### src/rtl/moore_sched_pkg.sv
// moore_sched_pkg: shared detector state encoding, transition/output helpers and counter width
package moore_sched_pkg;
  localparam int CNT_W = 16;
  typedef enum logic [1:0] {S0 = 2'b00, S1 = 2'b01, S2 = 2'b10, S3 = 2'b11} state_t;
  function automatic state_t next_state(state_t s, logic x);
    return (s == S1 || s == S3) ? (x ? S2 : S3) : (x ? S0 : S1);
  endfunction
  function automatic logic moore_y(state_t s);
    return (s == S0 || s == S2);
  endfunction
endpackage

### src/rtl/moore_detect_sched_rr_arbiter.sv
// rr_arbiter: round-robin one-hot grant starting the search at ptr, plus encoded index
module rr_arbiter #(
  parameter int N = 4,
  localparam int CW = $clog2(N)
) (
  input  logic [N-1:0]  req,
  input  logic [CW-1:0] ptr,
  output logic [N-1:0]  grant,
  output logic [CW-1:0] idx,
  output logic          any
);
  logic [CW-1:0] w_c;
  always_comb begin
    grant = '0;
    idx = '0;
    any = 1'b0;
    w_c = '0;
    for (int k = 0; k < N; k++) begin
      w_c = CW'((int'(ptr) + k) % N);
      if (!any && req[w_c]) begin
        grant[w_c] = 1'b1;
        idx = w_c;
        any = 1'b1;
      end
    end
  end
endmodule

### src/rtl/moore_detect_sched.sv
// moore_detect_sched: one Moore detector time-shared across N serial channels via round-robin.
// Define MOORE_SCHED_CNT_EN to add per-channel saturating accept counters (cnt_sel/cnt_value).
import moore_sched_pkg::*;
module moore_detect_sched #(
  parameter int N = 4,
  localparam int CW = $clog2(N)
) (
  input  logic          clk,
  input  logic          rst,
  input  logic [N-1:0]  ch_valid,
  input  logic [N-1:0]  ch_bit,
  output logic [N-1:0]  ch_ready,
  input  logic [N-1:0]  ch_clr,
  output logic [N-1:0]  ch_y,
`ifdef MOORE_SCHED_CNT_EN
  input  logic [CW-1:0]    cnt_sel,
  output logic [CNT_W-1:0] cnt_value,
`endif
  output logic          out_valid,
  input  logic          out_ready,
  output logic [CW-1:0] out_ch,
  output logic          out_y
);
  state_t        r_state [N];
  logic [CW-1:0] r_ptr;
  logic          r_out_valid;
  logic [CW-1:0] r_out_ch;
  logic          r_out_y;
  logic          w_stall;
  logic [N-1:0]  w_req;
  logic [N-1:0]  w_grant;
  logic [CW-1:0] w_idx;
  logic          w_acc;
  state_t        w_next;
  assign w_stall = r_out_valid & ~out_ready;
  // cleared channels are masked so their bit stays pending for a later cycle
  assign w_req = ch_valid & ~ch_clr & {N{~w_stall}};
  rr_arbiter #(.N(N)) u_arb (
    .req(w_req),
    .ptr(r_ptr),
    .grant(w_grant),
    .idx(w_idx),
    .any(w_acc)
  );
  assign ch_ready = w_grant;
  always_comb w_next = next_state(r_state[w_idx], ch_bit[w_idx]);
  always_ff @(posedge clk or posedge rst) begin
    if (rst) begin
      for (int i = 0; i < N; i++) r_state[i] <= S0;
    end else begin
      for (int i = 0; i < N; i++)
        if (ch_clr[i]) r_state[i] <= S0;
        else if (w_acc && w_idx == CW'(i)) r_state[i] <= w_next;
    end
  end
  always_ff @(posedge clk or posedge rst) begin
    if (rst) begin
      r_ptr <= '0;
      r_out_valid <= 1'b0;
      r_out_ch <= '0;
      r_out_y <= 1'b1;
    end else if (w_acc) begin
      r_ptr <= (w_idx == CW'(N - 1)) ? '0 : w_idx + 1'b1;
      r_out_valid <= 1'b1;
      r_out_ch <= w_idx;
      r_out_y <= moore_y(w_next);
    end else if (out_ready) begin
      r_out_valid <= 1'b0;
    end
  end
  always_comb begin
    ch_y = '0;
    for (int i = 0; i < N; i++) ch_y[i] = moore_y(r_state[i]);
  end
  assign out_valid = r_out_valid;
  assign out_ch = r_out_ch;
  assign out_y = r_out_y;
`ifdef MOORE_SCHED_CNT_EN
  logic [CNT_W-1:0] r_cnt [N];
  always_ff @(posedge clk or posedge rst) begin
    if (rst) begin
      for (int i = 0; i < N; i++) r_cnt[i] <= '0;
    end else begin
      for (int i = 0; i < N; i++)
        if (ch_clr[i]) r_cnt[i] <= '0;
        else if (w_acc && w_idx == CW'(i) && r_cnt[i] != '1) r_cnt[i] <= r_cnt[i] + 1'b1;
    end
  end
  assign cnt_value = r_cnt[cnt_sel];
`endif
endmodule
### config.mk
export PLATFORM = sky130hd
export DESIGN_NAME = moore_detect_sched
export DESIGN_NICKNAME = d
export VERILOG_FILES = /design/src/rtl/moore_sched_pkg.sv /design/src/rtl/moore_detect_sched_rr_arbiter.sv /design/src/rtl/moore_detect_sched.sv
export SDC_FILE = /design/constraint.sdc
export NUM_CORES = 1
export LEC_CHECK = 0
export CAP_MARGIN = 20
export CORE_MARGIN = 2
export CORE_UTILIZATION = 53
export DETAILED_ROUTE_END_ITERATION = 7
export PLACE_DENSITY = 0.88
export SETUP_SLACK_MARGIN = 0.15
export SLEW_MARGIN = 20
export SYNTH_ARGS = -nofsm -noshare
export SYNTH_HDL_FRONTEND = slang
export SYNTH_SLANG_ARGS = --single-unit
### constraint.sdc
create_clock -name clk -period 5 [get_ports clk]
set_input_delay 1 -clock clk [delete_from_list [all_inputs] [get_ports clk]]
set_output_delay 1 -clock clk [all_outputs]
set_load 0.01 [all_outputs]
==> impl_metrics.json, run 1 <==
{
  "outcome": "finished, final reports clean",
  "dp_cells": 185,
  "root_buffer": "clkbuf_4",
  "antenna_found_initial": 0,
  "endpoint_kind": "output pin",
  "clock_skew_ns": 0.00118,
  "cts_buffer_depth": 2,
  "finalPower_mw": 0.848,
  "hold_viol_final": 0,
  "fillers": 176,
  "cp_data_arrival_time_ns": 3.64,
  "die_area_mm2": 0.00263,
  "synthFlopType": "dfrtp_1",
  "dr.pass1.iters": 4,
  "fmax_mhz": 215,
  "synth.net_count": 157,
  "finalCritPeriodShare_pct": 92.8,
  "area_growth_pct": 28.2,
  "hold-worst-slack_ns": 0.505,
  "clk_pin_slew_worst_paths_ns": 0.06,
  "grt-ovfl-total": 0,
  "peakVddDrop_v": 0.000409,
  "numPortBuffers": 26,
  "core_mm2": 0.00217,
  "syn_inst": 134,
  "grt_pass1_vias": 1143,
  "grt_max_degree": 24,
  "startpoint_type": "input pin",
  "drive_gt1_share_pct": 14.9,
  "vias": 1150,
  "final_core_util_pct": 70.0,
  "regArea_um2": 251,
  "worstHoldStart": "out_ch[1]",
  "die_h_um": 51.3,
  "n_antenna_cell": 0,
  "synth-edff-count": 0,
  "finalSetupViolCount": 0,
  "die_width_um": 51.3,
  "fin_crit_ns": 4.64,
  "hp-class": "flip-flop to flip-flop",
  "fin_tns_setup_ns": 0,
  "worstSetupPathType": "input pin to output pin",
  "pwr_density_cell_mw_per_mm2": 559,
  "stdcell_count": 189,
  "nets": 185,
  "maxCapViolCount": 0,
  "synth-seq-cells": 10,
  "grt_first_pass_wirelength_mm": 5.09,
  "synth_area_mm2": 0.00118,
  "route.detailed.drc": 0,
  "htreeDepth": 1,
  "crit_path_start": "out_ready",
  "p_comb_share_pct": 74.6,
  "power_frac_clock_pct": 8.5,
  "cp_max_fo": 7,
  "clk_latency_ns": 0.27,
  "cts.sinks": 10,
  "reg2reg_slack_ns": 1.97,
  "seq_area_frac_synth_pct": 21.2,
  "seqPwrFrac_pct": 16.8,
  "crit-reg2reg-launch": "r_ptr[1]",
  "cts_tree": "built",
  "drv_slew": 0,
  "wl_per_cell_um": 15.3,
  "holdPathEnd": "out_ch[1]",
  "antenna_left": 0,
  "rows": 17,
  "r2r-end": "r_state[2]",
  "synthArstFlopShare_pct": 100,
  "leakagePower_nw": 0.627,
  "worstRegToRegCells": 7,
  "cts_made_buffers": 3,
  "multi_input_area_um2": 878,
  "synth_warnings": 0,
  "dp_hpwl_mm": 2.23,
  "grt_use_total_pct": 25.0,
  "maxSlewHeadroom_pct": 63.4,
  "swShare_pct": 45.4,
  "ioPinCount": 27,
  "hold_buffers": 0,
  "hold_depth": 1,
  "syn_avg_cell_area_um2": 8.83,
  "rsz0062_at_grt": "no",
  "drtIter0Drc": 23,
  "worst_pin_slew_ns": 0.542,
  "synth_cell_types": 49,
  "power.internal_mw": 0.463,
  "routed_via_density": 6.08,
  "crit_required_ns": 4.00,
  "gp_congestion": 0.904,
  "p_sw_mw": 0.385,
  "initial_utilization_pct": 54.6,
  "wl_mm": 2.88
}
[placed cells by master, fill, tap and decap left out, types with 3 or more instances in the layout]
master / n
inv_1: 8
a211o_1: 3
clkdlybuf4s50_1: 26
nand2_1: 13
o21ai_0: 3
a22oi_1: 4
buf_4: 3
dfrtp_1: 9
ha_1: 8
mux2i_1: 3
mux4_2: 4
clkbuf_4: 3
nor2_1: 11
a21oi_1: 3
nand2b_1: 9
nor3_1: 5
o21a_1: 3
a221o_1: 4
[layer usage]
metal | share of wire, % | GRT usage [%] | vias up
met5 | 0 | 0 | -
met4 | 1.4 | 8.77 | 0
met1 | 41 | 29.2 | 544
met3 | 3.8 | 2.63 | 5
li1 | - | - | 556
met2 | 54 | 46.8 | 45
[through the flow]
stage	area, um^2	worst slack, ns
final	1520	0.359
after global routing	1520	0.184
after CTS	1500	0.292
after detailed placement	1470	0.293
after global placement	1470	0.454
after floorplan	1180	1.55
[cells by family after synthesis]
kind of cell             Yosys count  share of synthesized area, %
AND/OR/NAND/NOR                   55                          26.2
flip-flops                        10                          21.2
buffers and inverters             15                          5.81
adder cells (fa/ha/maj)            8                          8.46
multiplexers                       9                          12.4
AO/OA/AOI/OAI                     37                          25.9
[worst max-delay path, stage by stage]
cell and delay [ns]:
clkdlybuf4s50_1 0.53, nand2b_1 0.26, nand3b_1 0.22, mux4_2 0.57, nor2_2 0.19, a22oi_1 0.10, nor2_1 0.11, a221o_1 0.13
clkdlybuf4s50_1 0.53
[cells in the mapped netlist, types with 4 or more instances]
library cell | count | area (um^2)
nand2_1 | 13 | 48.8
nor2_1 | 12 | 45.0
dfrtp_1 | 9 | 225
nand2b_1 | 9 | 56.3
ha_1 | 8 | 100
inv_1 | 8 | 30.0
nor3_1 | 5 | 25.0
a221o_1 | 4 | 40.0
a22oi_1 | 4 | 30.0
mux4_2 | 4 | 90.1
[how the worst max path moves through the flow]
stage                        endpoint  slack [ns]  cells after the start
final                     ch_ready[2]        0.36                      9
after global routing      ch_ready[2]        0.18                      9
after CTS                 ch_ready[2]        0.29                      9
after detailed placement  ch_ready[2]        0.29                      9
after global placement    ch_ready[2]        0.45                      9
after floorplan           ch_ready[0]        1.55                      9
[what timing repair did]
| action | 4_1_cts | 5_1_grt |
|---|---|---|
| buffers inserted | 0 | 0 |
| setup endpoints to repair | 0 | 4 |
| gates resized for setup | 0 | 3 |
[flip-flops by register name, summed over array words and instances (netlist names)]
signal	cells
r_ptr	2
out_valid	1
out_y	1
out_ch	2
r_state	4
[layout make-up]
type	instances	share of cell area, %
inverter	9	2.23
tap	28	2.31
timing repair buffer	29	18.6
clock buffer	4	2.39
sequential	10	16.6
multi-input combinational	109	57.9
[power by group through the flow]
stage / Sequential [mW] / Combinational, mW / Clock (mW)
3_3_place_gp: 0.142 / 0.604 / 0
4_1_cts: 0.142 / 0.628 / 0.0756
5_1_grt: 0.145 / 0.703 / 0.0759
3_5_place_dp: 0.144 / 0.623 / 0
6_report: 0.143 / 0.633 / 0.0724
2_1_floorplan: 0.149 / 0.442 / 0
No activity file was read; power rests on OpenSTA's default activity.
==> run 2, diff against run 1 <==
- SLEW_MARGIN: 20 -> 10
==> results of run 2 <==
Same layout as run 1: the final DEF is identical, and so are final timing and power.
==> RTL change 1: new RTL, config.mk and constraints of run 2 <==
`N` is set to 4 in 2 places; all go to 8.
--- a/src/rtl/moore_detect_sched_rr_arbiter.sv
+++ b/src/rtl/moore_detect_sched_rr_arbiter.sv
@@ -1,6 +1,6 @@
 // rr_arbiter: round-robin one-hot grant starting the search at ptr, plus encoded index
 module rr_arbiter #(
-  parameter int N = 4,
+  parameter int N = 8,
   localparam int CW = $clog2(N)
 ) (
   input  logic [N-1:0]  req,
--- a/src/rtl/moore_detect_sched.sv
+++ b/src/rtl/moore_detect_sched.sv
@@ -2,7 +2,7 @@
 // Define MOORE_SCHED_CNT_EN to add per-channel saturating accept counters (cnt_sel/cnt_value).
 import moore_sched_pkg::*;
 module moore_detect_sched #(
-  parameter int N = 4,
+  parameter int N = 8,
   localparam int CW = $clog2(N)
 ) (
   input  logic          clk,
Ports: changed (6 resized); port bits go from 27 to 48. The function was not compared with the original's and may differ.
==> RTL change 1 against run 2 <==
Sequential cell count rose by 6. Cell area up 130%. First-iteration DRC count increased to 17 times the old value. Area after synthesis grew 99%. Setup slack got worse by 110 ps. Wire length grew to 3.0 times the old value. Register-to-register slack got worse by 1100 ps. Largest cell class unchanged.
Power is not shown: default switching activity piles up to over one toggle a cycle in this logic, so the estimate is an artifact.
==> RTL change 1: results <==
metrics = {
    "logic_synthesis": {
        "syn-num-nets": 341,
        "ys_seq_area_frac": 0.170,
        "yosys.area.top_type_share": 0.159,
        "synth_commonest_cells": "nand2_1 (40), nor2_1 (21), dfrtp_1 (15), inv_1 (14), or3_1 (14)",
        "synth.distinct_cells": 66,
        "ys_top_cells_by_area": "dfrtp_1 (16%), ha_1 (6.4%), nand2_1 (6.4%), mux4_2 (4.8%), o221ai_1 (4.5%)",
    },
    "drt": {
        "vias": 2943,
        "dr.pass1.iters": 5,
        "drt_iter0_drc": 380,
        "drt_wl_total_um": 8660,
    },
    "global_route": {
        "grt_pass1_wl_um": 13000,
        "grtUsageMet1": 0.413,
        "grt_start_max_net_pins": 20,
        "use_met2": 0.534,
        "grt_use_met3": 0.0527,
    },
    "run_status": {
        "status": "finished clean",
    },
    "setup_path": {
        "timing.rr.end": "r_state[0]",
        "r2r_cells": 19,
        "r2r_setup_slack_ps": 840,
        "startpoint": "ch_valid[7]",
        "crit-reg2reg-launch": "r_ptr[0]",
        "crit_family": "compound AO/OA/AOI/OAI gates",
    },
    "final_layout": {
        "largest_reg_flops": 8,
    },
    "timing": {
        "finClkSkew_ps": 5.82,
        "post-route-period-util": 0.951,
        "worstMarginPinSlew_ps": 781,
    },
    "placement": {
        "pre_cts_ws_ps": -389,
    },
    "cts": {
        "ctsResizeCount": 55,
        "post-cts-setup-buffer-count": 7,
    },
}
==> RTL change 1: layer usage <==
layer  vias up  part of all wire
li1       1310                 -
met1      1382              0.39
met2       210              0.49
met3        41             0.086
met4         0             0.035
met5         -                 0
==> RTL change 1: stage by stage <==
step	hold slack (ps)	util	setup TNS, ps	instances
4_1_cts	503	0.776	0	446
3_3_place_gp	465	0.733	-1580	435
6_report	499	0.812	0	448
5_1_grt	522	0.812	0	448
2_1_floorplan	514	-	0	302
3_5_place_dp	485	0.733	-2530	435
==> RTL change 1: kinds of logic (layout without fill, tap and decap cells) <==
| kind of cell | count (synthesis) | after routing | synth area share |
|---|---|---|---|
| muxes | 19 | 19 | 0.114 |
| buffers and inverters | 34 | 128 | 0.0717 |
| and+or+nand+nor | 142 | 142 | 0.316 |
| adders and majority gates | 12 | 12 | 0.0637 |
| DFF | 16 | 16 | 0.170 |
| AOI/OAI and AO/OA | 75 | 75 | 0.249 |
| xor gates and xnor gates | 4 | 4 | 0.0149 |
==> RTL change 1: worst min-delay path by stage <==
| stage | from | endpoint | slack, ps | depth (start not counted) |
|---|---|---|---|---|
| 6_report | out_ch[0] | out_ch[0] | 500 | 2 |
| 4_1_cts | out_ch[2] | out_ch[2] | 500 | 2 |
| 3_3_place_gp | out_ch[2] | out_ch[2] | 470 | 2 |
| 5_1_grt | out_ch[2] | out_ch[2] | 520 | 2 |
| 3_5_place_dp | out_ch[2] | out_ch[2] | 490 | 2 |
| 2_1_floorplan | out_ch[2] | out_ch[2] | 510 | 2 |
==> RTL change 1: cell type report <==
type	count	area share
multi-input combinational	252	0.581
inverter	17	0.0185
sequential	16	0.114
tap	52	0.0185
timing repair buffer	107	0.252
clock buffer	4	0.0157
==> RTL change 2: new RTL, flow settings as in run 2 <==
Made on the original files. The option `MOORE_SCHED_CNT_EN` is turned on by a define.
--- a/src/rtl/moore_detect_sched.sv
+++ b/src/rtl/moore_detect_sched.sv
@@ -1,5 +1,7 @@
 // moore_detect_sched: one Moore detector time-shared across N serial channels via round-robin.
 // Define MOORE_SCHED_CNT_EN to add per-channel saturating accept counters (cnt_sel/cnt_value).
+`define MOORE_SCHED_CNT_EN
+
 import moore_sched_pkg::*;
 module moore_detect_sched #(
   parameter int N = 4,
Interface: changed (added cnt_sel and cnt_value); port bits go from 27 to 45. The function was not compared with the original's and may differ.
==> RTL change 2 against run 2 <==
Cell area grew to 3.9 times the old value. Power grew to 2.8 times the old value. Setup slack gained 52 ps. Sequential power grew to 5.1 times the old value. Wire length grew to 5.0 times the old value. Via count grew to 4.4 times the old value. Global-route usage grew 3.2 points. Combinational power grew 83%. Sequential cell count grew 64. Clock power grew to 6.2 times the old value. Area after synthesis grew to 4.4 times the old value.
==> RTL change 2: results <==
metrics = {
    "power": {
        "seqPwrFrac": 0.310,
        "peakVddDrop_mv": 0.267,
        "switchingPower_w": 0.00103,
        "p_seq_w": 0.000727,
        "leakagePower_nw": 2.35,
        "comb-power_w": 0.00116,
    },
    "global_route": {
        "grt_use_met3": 0.0481,
        "grt_pass1_vias": 4701,
        "grt_start_max_net_pins": 49,
        "use_met2": 0.448,
        "grt_use_total": 0.281,
        "grtUsageMet1": 0.369,
    },
    "worst_hold_path": {
        "min_to": "out_ch[0]",
        "min_from": "out_ch[0]",
        "hold_depth": 2,
    },
    "timing": {
        "slew_headroom": 0.444,
        "fmax_mhz": 218,
        "holdWs_ps": 490,
        "finClkSkew_ps": 13.1,
    },
    "cts": {
        "cts_buffers": 9,
        "h-tree-depth": 3,
        "clock_latency_ps": 360,
        "cts_root_buf": "clkbuf_8",
    },
    "drt": {
        "dr.pass1.iters": 5,
        "wl_met2_um": 6960,
        "wl_met3_um": 1140,
        "drt-met1-wl_um": 5670,
        "drt_iter0_drc": 495,
        "drt-vias-per-instance": 6.81,
        "drt_wl_total_um": 14400,
    },
    "final_layout": {
        "fin_cells": 738,
        "nets": 630,
        "drive_above_1_share": 0.131,
        "top_register": "r_cnt",
        "nFillCells": 847,
    },
    "logic_synthesis": {
        "syn-num-nets": 592,
        "ys_top_cells_by_area": "dfrtp_1 (35%), mux4_2 (7.8%), a21oi_1 (4.1%), nand2_1 (4.0%), or4_1 (3.3%)",
        "syn_area_per_cell_um2": 9.19,
    },
    "setup_path": {
        "critPathSlowestCell": "mux2i_1",
        "r2r_setup_slack_ps": 870,
        "timing.rr.end": "r_cnt[26]",
        "r2r_cells": 10,
        "worstPathMaxFanout": 9,
        "critPathArrivalTime_ps": 3590,
    },
    "run_status": {
        "status": "finished clean",
    },
    "placement": {
        "port_buffers": 44,
        "gp_congestion": 0.967,
    },
}
## RTL change 2: cell types whose count changed after synthesis, sizes merged, moves of 16 or more
cell           run 2  this run
nand3              1        31
a21oi              3        42
clkbuf             3        30
dfrtp              9        73
nand2             13        56
o311ai             0        16
nor2              13        37
o31ai              1        18
or4                0        23
## RTL change 2: cells by family (layout without fill, tap and decap cells)
group / Yosys count / in the layout / synth area share
flops: 74 / 74 / 0.358
compound gates: 146 / 146 / 0.198
fa+ha+maj: 12 / 12 / 0.0290
mux: 35 / 35 / 0.113
xor+xnor: 2 / 2 / 0.00339
simple gates: 238 / 238 / 0.253
buf+inv: 56 / 98 / 0.0450
## RTL change 2: final cells by class
class	count	share of cell area
timing repair buffer	65	0.102
inverter	18	0.0113
clock buffer	9	0.0207
sequential	74	0.310
multi-input combinational	433	0.518
clock inverter	6	0.00985
tap	133	0.0279
## RTL change 2: timing repair
item	in CTS	in global routing
setup endpoints to repair	0	1
gates resized for setup	0	1
setup buffers	0	0
